[src/rtl/pellet_map_writer.sv]
// Pellet map write-side controller: copies the layout ROM into the pellet RAM and
// clears pellets on eat requests. Optional score accumulator under PELLET_SCORE_EN.
module pellet_map_writer #(
   parameter int COLS = 28,
   parameter int ROWS = 31,
   parameter int AW   = 10
) (
   input  logic          clk_25MHz,
   input  logic          reset,
   input  logic          init_start,
   input  logic          eat_req,
   input  logic [4:0]    tile_row,
   input  logic [4:0]    tile_col,
   output logic          eat_ack,
   output logic [1:0]    eat_kind,
   output logic          busy,
   output logic [9:0]    pellets_left,
   output logic          level_clear,
   output logic [AW-1:0] rom_addr,
   input  logic [1:0]    rom_data,
   output logic [AW-1:0] mem_addr,
   output logic          mem_we,
   output logic [1:0]    mem_wdata,
   input  logic [1:0]    mem_rdata,
   output logic [15:0]   score
);

   typedef enum logic [2:0] {IDLE, INIT_COPY, INIT_LAST, EAT_RD, EAT_CHK} state_t;

   state_t        state, state_nxt;
   logic [AW-1:0] k, k_nxt;
   logic [4:0]    row_q, col_q;
   logic [9:0]    pellets_q, pellets_nxt, final_cnt;
   logic          clear_q, clear_nxt;
   logic [1:0]    kind_q, kind_nxt;
   logic [1:0]    code;
   logic          latch;
   logic          oor;
   logic [AW-1:0] eat_addr;

   // Layout code 3 is not a pellet and is stored as empty.
   assign code      = (rom_data == 2'd3) ? 2'd0 : rom_data;
   assign eat_addr  = AW'(32'(row_q) * 32'(COLS) + 32'(col_q));
   assign oor       = (32'(row_q) >= ROWS) || (32'(col_q) >= COLS);
   assign final_cnt = pellets_q + {9'd0, code != 2'd0};

   always_ff @(posedge clk_25MHz or posedge reset) begin
      if (reset) begin
         state     <= IDLE;
         k         <= '0;
         row_q     <= '0;
         col_q     <= '0;
         pellets_q <= '0;
         clear_q   <= 1'b0;
         kind_q    <= '0;
      end else begin
         state     <= state_nxt;
         k         <= k_nxt;
         pellets_q <= pellets_nxt;
         clear_q   <= clear_nxt;
         kind_q    <= kind_nxt;
         if (latch) begin
            row_q <= tile_row;
            col_q <= tile_col;
         end
      end
   end

   always_comb begin
      state_nxt   = state;
      k_nxt       = k;
      pellets_nxt = pellets_q;
      clear_nxt   = clear_q;
      kind_nxt    = kind_q;
      latch       = 1'b0;
      rom_addr    = '0;
      mem_addr    = '0;
      mem_we      = 1'b0;
      mem_wdata   = 2'd0;
      eat_ack     = 1'b0;
      case (state)
         IDLE: begin
            if (init_start) begin
               state_nxt   = INIT_COPY;
               k_nxt       = '0;
               pellets_nxt = '0;
               clear_nxt   = 1'b0;
            end else if (eat_req) begin
               latch     = 1'b1;
               state_nxt = EAT_RD;
            end
         end
         INIT_COPY: begin
            // ROM data lags its address by one cycle, so entry k-1 is written now.
            rom_addr = k;
            k_nxt    = k + AW'(1);
            if (k != '0) begin
               mem_we    = 1'b1;
               mem_addr  = k - AW'(1);
               mem_wdata = code;
               if (code != 2'd0) pellets_nxt = pellets_q + 10'd1;
            end
            if (k == AW'(ROWS * COLS - 1)) state_nxt = INIT_LAST;
         end
         INIT_LAST: begin
            mem_we      = 1'b1;
            mem_addr    = k - AW'(1);
            mem_wdata   = code;
            pellets_nxt = final_cnt;
            clear_nxt   = (final_cnt == 10'd0);
            state_nxt   = IDLE;
         end
         EAT_RD: begin
            if (!oor) mem_addr = eat_addr;
            state_nxt = EAT_CHK;
         end
         EAT_CHK: begin
            eat_ack   = 1'b1;
            kind_nxt  = 2'd0;
            state_nxt = IDLE;
            if (!oor) begin
               mem_addr = eat_addr;
               if (mem_rdata != 2'd0) begin
                  mem_we   = 1'b1;
                  kind_nxt = mem_rdata;
                  if (pellets_q != 10'd0) begin
                     pellets_nxt = pellets_q - 10'd1;
                     if (pellets_q == 10'd1) clear_nxt = 1'b1;
                  end
               end
            end
         end
         default: state_nxt = IDLE;
      endcase
   end

   assign busy         = (state != IDLE);
   assign eat_kind     = (state == EAT_CHK) ? kind_nxt : kind_q;
   assign pellets_left = pellets_q;
   assign level_clear  = clear_q;

`ifdef PELLET_SCORE_EN
   logic [15:0] score_q;
   logic [15:0] credit;
   logic [16:0] score_sum;

   always_comb begin
      credit = '0;
      if (state == EAT_CHK) begin
         case (kind_nxt)
            2'd1:    credit = 16'd10;
            2'd2:    credit = 16'd50;
            default: credit = '0;
         endcase
      end
   end

   assign score_sum = {1'b0, score_q} + {1'b0, credit};

   always_ff @(posedge clk_25MHz or posedge reset) begin
      if (reset)                         score_q <= '0;
      else if (state == IDLE && init_start) score_q <= '0;
      else if (state == EAT_CHK)         score_q <= score_sum[16] ? 16'hFFFF : score_sum[15:0];
   end

   assign score = score_q;
`else
   assign score = '0;
`endif

endmodule

[config.mk]
export PLATFORM = sky130hd
export DESIGN_NAME = pellet_map_writer
export DESIGN_NICKNAME = d
export VERILOG_FILES = /design/src/rtl/pellet_map_writer.sv
export SDC_FILE = /design/constraint.sdc
export NUM_CORES = 1
export LEC_CHECK = 0
export ABC_AREA = 1
export CAP_MARGIN = 15
export CORE_AREA = 2 2 85 87
export DETAILED_ROUTE_END_ITERATION = 6
export DIE_AREA = 0 0 87 89
export PLACE_DENSITY = 0.81
export SETUP_SLACK_MARGIN = 0.4
export SLEW_MARGIN = 20
export SYNTH_ARGS = -nofsm -noshare
export SYNTH_HDL_FRONTEND = slang
export SYNTH_SLANG_ARGS = --single-unit
[constraint.sdc]
create_clock -name clk_25MHz -period 2.84 [get_ports clk_25MHz]
set_input_delay 0.284 -clock clk_25MHz [delete_from_list [all_inputs] [get_ports clk_25MHz]]
set_output_delay 0.284 -clock clk_25MHz [all_outputs]
set_load 0.02 [all_outputs]
==> results of run 1 <==
-- per-stage QoR --
| stage | std cells | hold WS (ps) |
|---|---|---|
| floorplan | 530 | 416 |
| global placement | 657 | 474 |
| detailed placement | 657 | 493 |
| CTS | 673 | 423 |
| global route | 673 | 446 |
| finish | 673 | 400 |
-- registers in the layout, summed over array words and instances, names as in the netlist --
name and flops:
level_clear 1, kind_q 2, k 10, row_q 5, col_q 5, pellets_left 10, state 3
-- critical path: stages (launching register included) --
cell and delay, ps:
dfrtp_2 430, fa_1 540, ha_4 200, fa_2 400, xor2_2 200, nand2_2 110, nor2_4 120, buf_6 110
nand4_1 90, nand3_1 90, nand2_2 60, buf_6 120
-- cell usage after synthesis, types with 2 or more instances --
| cell type | number | area, um2 |
|---|---|---|
| nand2_1 | 105 | 394 |
| nor2_1 | 66 | 248 |
| nand3_1 | 65 | 325 |
| inv_1 | 51 | 191 |
| dfrtp_1 | 36 | 901 |
| ha_1 | 22 | 275 |
| buf_4 | 17 | 128 |
| a21oi_1 | 16 | 80.1 |
| o21ai_1 | 14 | 70.1 |
| inv_2 | 13 | 48.8 |
| o21ai_0 | 13 | 65.1 |
| buf_2 | 12 | 60.1 |
| o22ai_1 | 9 | 56.3 |
| xor2_1 | 9 | 78.8 |
| nand4_1 | 8 | 50.1 |
| o21ai_2 | 8 | 70.1 |
| fa_1 | 6 | 120 |
| nand2_2 | 6 | 37.5 |
| mux2_1 | 5 | 56.3 |
| nor2_2 | 5 | 31.3 |
| a31oi_1 | 3 | 18.8 |
| nand3_2 | 3 | 30.0 |
| nand3_4 | 2 | 35.0 |
| o211ai_1 | 2 | 15.0 |
-- how the worst max path moves through the flow --
| stage | slack, ps | endpoint |
|---|---|---|
| 2_1_floorplan | 340 | mem_addr[9] |
| 4_1_cts | -210 | mem_addr[9] |
| 6_report | -230 | mem_addr[9] |
| 5_1_grt | -320 | mem_addr[9] |
| 3_5_place_dp | -410 | mem_addr[8] |
| 3_3_place_gp | -280 | mem_addr[8] |
-- cell type report --
cell class / count / area [um2] / area share (%)
Sequential cell: 36 / 903 / 19.9
Inverter: 66 / 253 / 5.58
Tap cell: 80 / 100 / 2.21
Clock buffer: 5 / 68.8 / 1.52
Clock inverter: 3 / 46.3 / 1.02
Timing Repair Buffer: 85 / 763 / 16.8
Multi-Input combinational cell: 398 / 2400 / 52.9
-- repair_timing --
item                                    CTS  global route
endpoints found under the setup margin   15            17
hold buffers                              0             0
pin swaps                                12             6
setup buffers                             8             0
gates resized for setup                  83            16
-- per-layer routing --
| metal | wire [um] | part of all wire (%) |
|---|---|---|
| met5 | 0 | 0 |
| met4 | 273 | 2.7 |
| met3 | 638 | 6.4 |
| met2 | 4750 | 48 |
| met1 | 4310 | 43 |
-- cell families (layout without fill, tap and decap cells) --
group                    after synthesis  count (layout)  synth area share (%)
AO/OA/AOI/OAI                         71              71                  12.0
XOR/XNOR                              10              10                  2.46
adder cells (fa/ha/maj)               28              28                  11.1
buffers and inverters                 96             159                  12.7
flip-flops                            36              36                  25.3
multiplexers                           5               5                  1.58
other                                  1              16                 0.105
AND/OR/NAND/NOR                      268             268                  34.7
-- cell usage in the layout, fill, tap and decap left out, types with 3 or more instances in the layout --
cell             Yosys  routed
nand2_2              6      11
mux2_1               5       5
a31oi_1              3       3
inv_1               51      47
o22ai_1              9       7
fa_1                 6       4
xor2_1               9       8
nor2_4               1       4
nand3_2              3       4
nand3_1             65      64
buf_6                0       6
nor2_2               5       5
ha_1                22      16
o21ai_0             13      13
ha_2                 0       4
conb_1               1      16
a21oi_1             16      13
clkbuf_8             0       5
nor2_1              66      63
buf_2               12       4
o21ai_2              8      11
clkdlybuf4s50_1      0      39
o21ai_1             14      11
inv_2               13      16
buf_4               17      31
nand4_1              8       8
nand2_1            105     100
dfrtp_1             36      34
a21oi_2              1       3
==> results by stage, run 1 <==
Placement:
- OpenSTA, run right after detailed placement, puts the worst setup slack at -414 ps.
- The congestion estimate from routability-driven global placement came to 0.937.
- Port buffering added 55 buffers.
- After legalization and detailed placement, the total HPWL measured 7090 um.
- After detailed placement, the total cell area comes to 4240 um2.

Detailed routing:
- Dividing the detail-routed wire length by the instance count gives 14.8 um.
- The first routing iteration left 249 violations.
- The first detailed-routing pass took 5 iterations.
- The detailed-route via count is 3776.
- After detailed routing, the number of remaining DRC violations is 0.
- The detail route stage leaves a number of antenna-violating nets equal to 0.
- The routed design has 9980 um of wire.
- Using the TritonRoute via totals, the vias-per-cell ratio works out to 5.61.

Hold path:
- The worst hold path belongs to the class in2async.

Global route:
- Global routing consumed, on the met3 layer, 3.51% of the routing resources.
- The total global-route track usage is 26.3%.
- The met1 usage in global routing is 34.8%.
- The first global-routing pass estimated 16300 um of wire.
- The via count of the first global-routing pass came to 3585.
- Global routing consumed, on the met2 layer, 43.4% of the routing resources.
- Entering global routing, the biggest net connects 37 pins.
- The global routing stage identified its most utilized layer as met2.
- The number of antenna violations at the first check in global routing is 0.
- Global routing finished with a remaining overflow of 0.

Floorplanning:
- The total die area is 7740 um2.
- The die is 89 um tall.
- The number of rows created at floorplan is 30.
- The placeable core region is 6720 um2.
- The die width is 87 um.
- The starting utilization of the core area is 52.9%.
- The number of top-level pins is 72.

Timing:
- The period utilization is 108%.
- The slack of the critical path is -229 ps.
- The clock arrives with 8.18 ps of skew.
- The number of max-slew violations in the final report was 0.
- The maximum frequency from static timing analysis is 0.326 GHz.
- The final period demand of the worst path is 3070 ps.
- The number of failing hold endpoints at the final stage is 0.
- The number of setup violations in the final report is 5.
- Setup repair after global routing could not meet its margin everywhere.
- The setup TNS is -752 ps.

CTS:
- The later pin in the worst-skew pair is clocked with a latency of 300 ps.
- The root buffer cell is clkbuf_8.
- Clock-pin slew was measured on the worst setup and hold paths at 90 ps.
- The number of clock buffers inserted by TritonCTS is 5.
- The number of clock sinks seen by CTS is 36.
- The maximum clock insertion buffer count is 2.
- The CTS tree is done.
- The number of levels in the clock H-tree is 2.

Run status:
- The final reports fail on negative setup slack.
- The flow ran to the end, but the final reports show violations.

Cells and area:
- In the final layout, the share of cells above drive strength 1 is 21.6%.
- At the end of the flow, the number of nets in the layout was 638.
- 0 antenna diodes ended up in the layout.
- The finished cells cover 4530 um2.
- The synthesis-to-layout area growth is 27.4%.
- The filler cell count in the final layout is 542.
- The core utilization of the finished layout is 67.4%.

Synth:
- The number of unique standard cell types used by synthesis is 43.
- The Yosys step of the flow raised 0 warnings.
- The gate count after technology mapping is 515.
- The average size of a mapped cell is 6.91 um2.
- The most used flip-flop cell after synthesis is dfrtp_1.
- The fraction of the yosys area taken by sequential cells is 25.3%.
- Of all flip-flops after synthesis, the portion carrying an async set or reset was 100%.
- Yosys mapped a number of flops with a built-in enable equal to 0.
- The mapped cell area is 3560 um2.
- The register bit count reported by yosys is 36.

Job:
- The tool flagged a number of max-cap violations equal to 0.

Critical path:
- At the worst endpoint, the required time is 2560 ps.
- The worst setup path is captured at an output pin.
- Along the worst path, the maximum fanout reaches 3.
- The setup path with the least slack is of type reg2out.
- STA classifies the critical path startpoint as a register.
- The critical path arrival is 2790 ps.
- In this run the worst setup path begins at row_q[1]$_DFFE_PP0P_.
- In this run the register-to-register setup slack is 710 ps.
- The capture point of the worst reg-to-reg path is pellets_left[4]$_DFFE_PP0P_.
- The startpoint identified for the worst register-to-register timing path is row_q[1]$_DFFE_PP0P_.
- The depth of the worst register-to-register path is 11.
Power of run 1 is left out: the tool's default activity adds up to more than one toggle a clock period on the data nets, which glitch-free logic cannot reach.
==> run 2, diff against run 1 <==
--- a/config.mk
+++ b/config.mk
@@ -5,12 +5,11 @@
 export SDC_FILE = /design/constraint.sdc
 export NUM_CORES = 1
 export LEC_CHECK = 0
-export ABC_AREA = 1
 export CAP_MARGIN = 15
-export CORE_AREA = 2 2 85 87
+export CORE_AREA = 2 2 84 86
 export DETAILED_ROUTE_END_ITERATION = 6
-export DIE_AREA = 0 0 87 89
-export PLACE_DENSITY = 0.81
+export DIE_AREA = 0 0 86 88
+export PLACE_DENSITY = 0.8
 export SETUP_SLACK_MARGIN = 0.4
 export SLEW_MARGIN = 20
 export SYNTH_ARGS = -nofsm -noshare
==> results by stage, run 2 <==
Cells and area:
- The finished layout holds 581 standard cells, fillers aside.
- The filler cell count in the final layout is 475.
- Relative to the synthesized area, the layout overhead comes to 37.9%.
- In the layout the commonest cells are buf_4, clkdlybuf4s50_1, dfrtp_1.
- Leaving out fill and tap cells, the most frequent cell in the layout is buf_4.
- The final-stage net count is 546.
- Of the cells placed in the final design, the portion with a size suffix greater than 1 is 27.3%.
- The diode insertion count for antenna repair is 0.
- The sequential cells in the finished layout cover a total of 903 um2.
- The footprint of the multi-input gates is 2490 um2.

Timing:
- Setup repair after global routing could not meet its margin everywhere.
- The number of max-slew violations in the final report came to 0.
- The clock arrives with 14.1 ps of skew.
- The slack of the critical path is -350 ps.
- Subtracting the final worst setup slack from the clock period gives 3190 ps.
- The number of failing hold endpoints at the final stage is 0.
- The number of setup violations in the final report is 5.
- The worst hold margin is 297 ps.
- Static timing analysis puts the maximum clock frequency at 0.314 GHz.
- Measured against its own limit, the worst slew margin works out to 56.7%.
- The period utilization is 112%.
- For the pin with the worst max-slew slack, the measured transition is 643 ps.

Floorplanning:
- The die width is 86 um.
- The number of rows created at floorplan is 30.
- The vertical die dimension is 88 um.
- During I/O placement, the number of pins put on the boundary was 72.
- The total die area is 7570 um2.
- The starting utilization of the core area is 51.0%.
- The placeable core region is 6640 um2.

Global route:
- Entering global routing, the biggest net connects 26 pins.
- The total global-route track usage is 27.6%.
- The number of antenna violations at the first check in global routing is 0.
- The via count of the first global-routing pass is 3518.
- The first global-routing pass estimated 16600 um of wire.
- The overflow left after global routing is 0.

Synth:
- After synthesis, the cell types taking the most area are dfrtp_1, ha_1, o21ai_0.
- Sorting the synthesized cells by how often they occur yields dfrtp_1, nor2_1, o21ai_0.
- Sequential elements use 26.6% of the synthesized area.
- The number of unique standard cell types used by synthesis is 58.
- The mapped netlist covers 3390 um2.
- The gate count after technology mapping is 411.
- The number of warnings printed during yosys synthesis is 0.
- The synthesized design contains 0 enable-type register cells.
- By instance count, the leading cell after synthesis is dfrtp_1.
- The average size of a mapped cell is 8.25 um2.
- The area share of the largest cell type after synthesis is 26.6%.
- The share of flip-flops with an asynchronous set or reset is 100%.
- The predominant post-synthesis flop cell is dfrtp_1.
- The synthesized design spends more area on one cell type than any other, namely dfrtp_1.
- The register bit count reported by yosys is 36.

Detailed routing:
- For this run, the detailed router's first-pass iteration total came to 5.
- The post-detailed-routing wire length is 10700 um.
- After detailed routing, the average wire length per cell comes to 18.5 um.
- In this run the remaining antenna-violating nets after routing total 0.
- For this block, the initial DRC count from the detailed router was 311.
- Using the TritonRoute via totals, the vias-per-cell ratio works out to 6.11.
- In the routed design, unresolved DRC markers number 0.
- The detailed-route via count is 3550.

Pwr:
- The total power is 2.03 mW.
- Power spread over the standard cell area amounts to 434 nW/um2.
- The sequential cell fraction of total power is 34.0%.
- The internal power of the cells totals 1.20 mW.
- The worst-case vdd ir drop is 0.216 mV.
- Combinational cells account for 45.0% of the total power.
- The switching component of the power is 0.827 mW.
- Net switching is 40.7% of the power.
- Per report_power, the clock group accounts for 21.0% of the total.
- The analysis attributes to cell leakage a power of 2.03 nW.

CTS:
- For this design, the CTS-stage hold fixing added 0 buffers.
- The number of levels in the clock H-tree is 2.
- Clock latency on the worst-skew pair, taken at its later pin, is 300 ps.
- The CTS clock-pin slew for the worst setup and hold paths is 80 ps.
- The tree is rooted in a clkbuf_8.
- The number of clock buffers inserted by TritonCTS is 5.
- TritonCTS built the clock tree.
- The maximum clock insertion buffer count is 2.
- Counting every sink on the clock net gives 36.

Hold path:
- The class of the worst hold path is in2async.

Run status:
- The flow ran to the end, but the final reports show violations.
- The final reports fail on negative setup slack.

Critical path:
- STA classifies the critical path endpoint as an output pin.
- The critical path startpoint is row_q[1]$_DFFE_PP0P_.
- The depth of the worst register-to-register path is 6.
- The capture point of the worst reg-to-reg path is pellets_left[9]$_DFFE_PP0P_.
- The startpoint identified for the worst register-to-register timing path is state[2]$_DFFE_PP0P_.
- The maximum fanout encountered on the critical timing path is 3.
- The worst setup path is launched from a register.
- The critical path ends at mem_addr[9].
- The register-to-register path setup slack is 500 ps.
- The critical path class is reg2out.
- STA puts the critical path data arrival time at 2910 ps.
- The critical path required time is 2560 ps.

Placement:
- The cell count after placement is 556.
- Buffers placed on the I/O ports in this run total 55.
- After legalization and detailed placement, the total HPWL measured 7020 um.
- The final weighted congestion in routability-driven placement is 0.875.

Job:
- The number of maximum-capacitance constraint violations is 0.
## run 2: cell count changes after synthesis, sizes merged, moves of 6 or more
| cell | previous run | this run |
|---|---|---|
| nand3 | 70 | 15 |
| clkbuf | 0 | 16 |
| nand4 | 9 | 3 |
| xnor2 | 1 | 14 |
| nand2 | 112 | 28 |
| nor2b | 0 | 7 |
| o22ai | 9 | 16 |
| nor2 | 73 | 33 |
| and3 | 0 | 12 |
| inv | 65 | 20 |
| nor3 | 2 | 9 |
## run 2: what timing repair did
item / CTS / global route
pin swaps: 10 / 14
gates cloned: 0 / 0
buffers inserted: 11 / 6
setup endpoints to repair: 15 / 20
gates resized for setup: 99 / 31
## run 2: worst min-delay path by stage
stage	slack, ps	start	to	cells past startpoint
floorplan	430	tile_row[2]	row_q[2]$_DFFE_PP0P_	1
global placement	480	level_clear$_DFFE_PP0P_	level_clear$_DFFE_PP0P_	1
detailed placement	490	level_clear$_DFFE_PP0P_	level_clear$_DFFE_PP0P_	1
CTS	320	reset	pellets_left[3]$_DFFE_PP0P_	2
global route	350	reset	pellets_left[3]$_DFFE_PP0P_	2
finish	300	reset	pellets_left[3]$_DFFE_PP0P_	2
## run 2: final cells by class
type,instances,share of cell area [%]
multi-input combinational,326,53.2
timing repair buffer,111,21.6
sequential,36,19.3
inverter,20,1.61
clock buffer,8,2.14
tap,80,2.14
## run 2: critical path, cell delays in order, from the launching register on
cell	delay (ps)
dfrtp_2	450
fa_1	460
ha_2	200
fa_2	350
buf_6	140
xor2_4	170
nand2_2	100
nor2_4	130
nand3_2	120
xnor2_1	160
o22ai_2	200
buf_6	140
## run 2: metal layers
layer	share of wire [%]	up-vias	GRT usage [%]
met5	0	-	0
met4	2.7	0	12.0
met3	7.6	28	5.75
met2	52	191	48.6
met1	38	1728	32.5
li1	-	1603	-
## run 2: cell families (layout without fill, tap and decap cells)
kind of cell / Yosys count / in the layout / share of synthesized area [%]
simple gates: 135 / 135 / 20.5
mux: 10 / 10 / 3.32
flops: 36 / 36 / 26.6
compound gates: 109 / 109 / 21.2
fa+ha+maj: 28 / 28 / 11.7
other cells: 1 / 16 / 0.111
xor+xnor: 28 / 28 / 7.24
buf+inv: 64 / 139 / 9.45
## run 2: power groups by stage
stage	logic [mW]	clock network, mW	registers (mW)
floorplan	0.578	0	0.694
global placement	0.811	0	0.685
detailed placement	0.836	0	0.690
CTS	0.859	0.427	0.680
global route	1.00	0.446	0.706
finish	0.914	0.426	0.691
## run 2: metrics by stage
step                      cell area, um2  utilization [%]  setup WS, ps  TNS, ps
after floorplan                     3500                -           177        0
after global placement              4200             63.1          -369    -1410
after detailed placement            4200             63.1          -462    -2000
after CTS                           4470             67.3          -266     -741
after global routing                4670             70.3          -459    -1610
final                               4670             70.3          -350    -1150
Power figures use the tool's default switching activity.
==> run 3, diff against run 2 <==
--- a/config.mk
+++ b/config.mk
@@ -6,10 +6,12 @@
 export NUM_CORES = 1
 export LEC_CHECK = 0
 export CAP_MARGIN = 15
-export CORE_AREA = 2 2 84 86
+export CORE_AREA = 2 2 83 85
+export CTS_BUF_LIST = sky130_fd_sc_hd__clkbuf_8
 export DETAILED_ROUTE_END_ITERATION = 6
-export DIE_AREA = 0 0 86 88
-export PLACE_DENSITY = 0.8
+export DIE_AREA = 0 0 85 87
+export GPL_ROUTABILITY_DRIVEN = 0
+export PLACE_DENSITY = 0.82
 export SETUP_SLACK_MARGIN = 0.4
 export SLEW_MARGIN = 20
 export SYNTH_ARGS = -nofsm -noshare
==> results by stage, run 3 (synthesized netlist as in run 2, its figures left out) <==
Run status:
- The run finished, with violations left.
- The checks that failed: negative setup slack.

Timing:
- The transition time of the tightest slew-check pin is 681 ps.
- The number of max-slew violations in the final report is 0.
- Setup violations remaining at the end of the flow were counted as 5.
- The setup TNS is -1300 ps.
- Setup repair after global routing could not meet its margin everywhere.
- The clock tree skew after final layout is 7.20 ps.
- The worst max-slew margin expressed relative to the limit is 54.6%.
- Once routing completed, OpenROAD measured the worst setup slack at -404 ps.
- The final period demand of the worst path is 3240 ps.
- Based on the critical path, the design can be clocked at up to 0.308 GHz.
- The number of failing hold endpoints at the final stage is 0.
- The final critical path takes up 114% of the cycle.

Pwr:
- The leakage component of the power is 2.08 nW.
- In this run the power density over the cells is 423 nW/um2.
- The worst-case IR drop observed on VDD is 0.622 mV.

Floorplanning:
- In this run the core area contains 30 standard-cell rows.
- The total die area is 7400 um2.
- The number of top-level pins is 72.
- The die width is 85 um.
- The initial utilization of the core area, before any placement, comes to 51.6%.
- The total area inside the core boundary comes to 6570 um2.
- The vertical die dimension is 87 um.

Detailed routing:
- For this block, the initial DRC count from the detailed router was 353.
- The first detailed-routing pass ran for 5 iterations.
- The post-detailed-routing wire length is 12000 um.
- The detail route stage leaves a number of antenna-violating nets equal to 0.
- After detailed routing, the number of vias per cell comes to 6.43.
- The routed layout has 3766 vias.
- In the routed design, unresolved DRC markers number 0.
- The mean routed wirelength per cell is 20.4 um.

Cells and area:
- The core utilization of the finished layout is 72.5%.
- The library cell used most frequently in the layout, excluding fill and tap cells, is buf_4.
- Relative to the synthesized area, the layout overhead comes to 40.4%.
- After the last flow step, the layout net total stands at 551.
- In the layout the commonest cells are buf_4, clkdlybuf4s50_1, dfrtp_1.
- In the final layout, the share of cells above drive strength 1 is 28.9%.
- The diode insertion count for antenna repair is 0.

Critical path:
- The critical path required time is 2560 ps.
- The maximum fanout encountered on the critical timing path is 4.
- The startpoint class of the critical path is a register.
- The register-to-register path setup slack is 470 ps.
- The startpoint identified for the worst register-to-register timing path is state[0]$_DFFE_PP0P_.
- The capture point of the worst reg-to-reg path is pellets_left[9]$_DFFE_PP0P_.
- At the worst endpoint, the arrival time is 2960 ps.
- By startpoint and endpoint, the worst setup path is classified as reg2out.
- The depth of the worst register-to-register path is 7.
- STA classifies the critical path endpoint as an output pin.

Placement:
- The number of buffers added on ports is 55.
- The wire-length estimate of the detail-placed layout is 6980 um.

Global route:
- The overflow left after global routing is 0.
- The number of antenna violations at the first check in global routing is 0.
- The pin count of the biggest net entering global routing is 23.
- The via count of the first global-routing pass is 3571.
- The total global-route track usage is 28.9%.
- The first global-routing pass estimated 17100 um of wire.

CTS:
- The longest clock path from root to sink contains 2 buffers.
- TritonCTS built the clock tree.
- At the later pin of the worst-skew pair, clock insertion delay measures 300 ps.
- The number of clock sinks seen by CTS is 36.
- The H-tree was split into 2 levels.
- CTS placed an instance of clkbuf_8 at the clock tree root.
- After clock tree synthesis, the clock-pin slew on the worst setup and hold paths is 80 ps.
- The hold buffer count at CTS is 0.
- In this run, CTS created clock tree buffers numbering 5.

Job:
- The number of maximum-capacitance constraint violations is 0.

Hold path:
- The class of the worst hold path is in2async.
==> run 3: how the worst max path moves through the flow <==
stage | depth (start not counted) | end | from | slack [ps]
floorplan | 9 | mem_addr[9] | row_q[2]$_DFFE_PP0P_ | 180
global route | 10 | mem_addr[8] | row_q[2]$_DFFE_PP0P_ | -480
CTS | 11 | mem_addr[9] | row_q[1]$_DFFE_PP0P_ | -260
finish | 10 | mem_addr[8] | row_q[1]$_DFFE_PP0P_ | -400
detailed placement | 9 | mem_addr[8] | row_q[2]$_DFFE_PP0P_ | -510
global placement | 10 | mem_addr[9] | row_q[1]$_DFFE_PP0P_ | -360
==> run 3: metrics by stage <==
stage	instance area (um2)	setup WS [ps]	hold WS (ps)	instances	power, mW
2_1_floorplan	3500	177	435	426	1.27
3_3_place_gp	4210	-358	481	558	1.49
3_5_place_dp	4210	-505	483	558	1.53
4_1_cts	4510	-257	422	578	1.92
5_1_grt	4760	-477	476	586	2.12
6_report	4760	-404	415	586	2.01
==> run 3: area by class of cell <==
cell class              instances  area [um2]
inverters                      20        75.1
clock buffers                   5        68.8
multi-input cells             327        2540
well taps                      80         100
fillers                       448        1810
clock inverters                 3        18.8
flip-flops and latches         36         903
repair buffers                115        1060
==> run 3: layer usage <==
| metal | global-route usage, % | wire length (um) | share of wire (%) | vias to the layer above |
|---|---|---|---|---|
| li1 | - | - | - | 1608 |
| met1 | 33.5 | 4240 | 35 | 1771 |
| met2 | 50.9 | 5930 | 49 | 303 |
| met3 | 5.69 | 1030 | 8.6 | 84 |
| met4 | 14.6 | 789 | 6.6 | 0 |
| met5 | 0 | 0 | 0 | - |
==> run 3: timing repair <==
item                       in CTS  in global routing
gates cloned                    0                  1
setup buffers                  12                  7
setup endpoints to repair      16                 27
pin swaps                      15                 13
resized for setup             103                 39
==> run 3: worst max-delay path: stages (launching register included) <==
cell and delay (ps):
dfrtp_2 460, fa_1 470, ha_2 210, fa_2 360, a21oi_1 160, o21bai_1 100
xor2_1 280, buf_4 170, xor2_1 180, o22ai_2 110, buf_6 150
==> run 3: power by group <==
group / internal (mW) / leakage, nW / switching, mW / total [mW]
sequential: 0.563 / 0.456 / 0.138 / 0.701
clock: 0.171 / 0.0479 / 0.211 / 0.382
combinational: 0.429 / 1.58 / 0.501 / 0.930
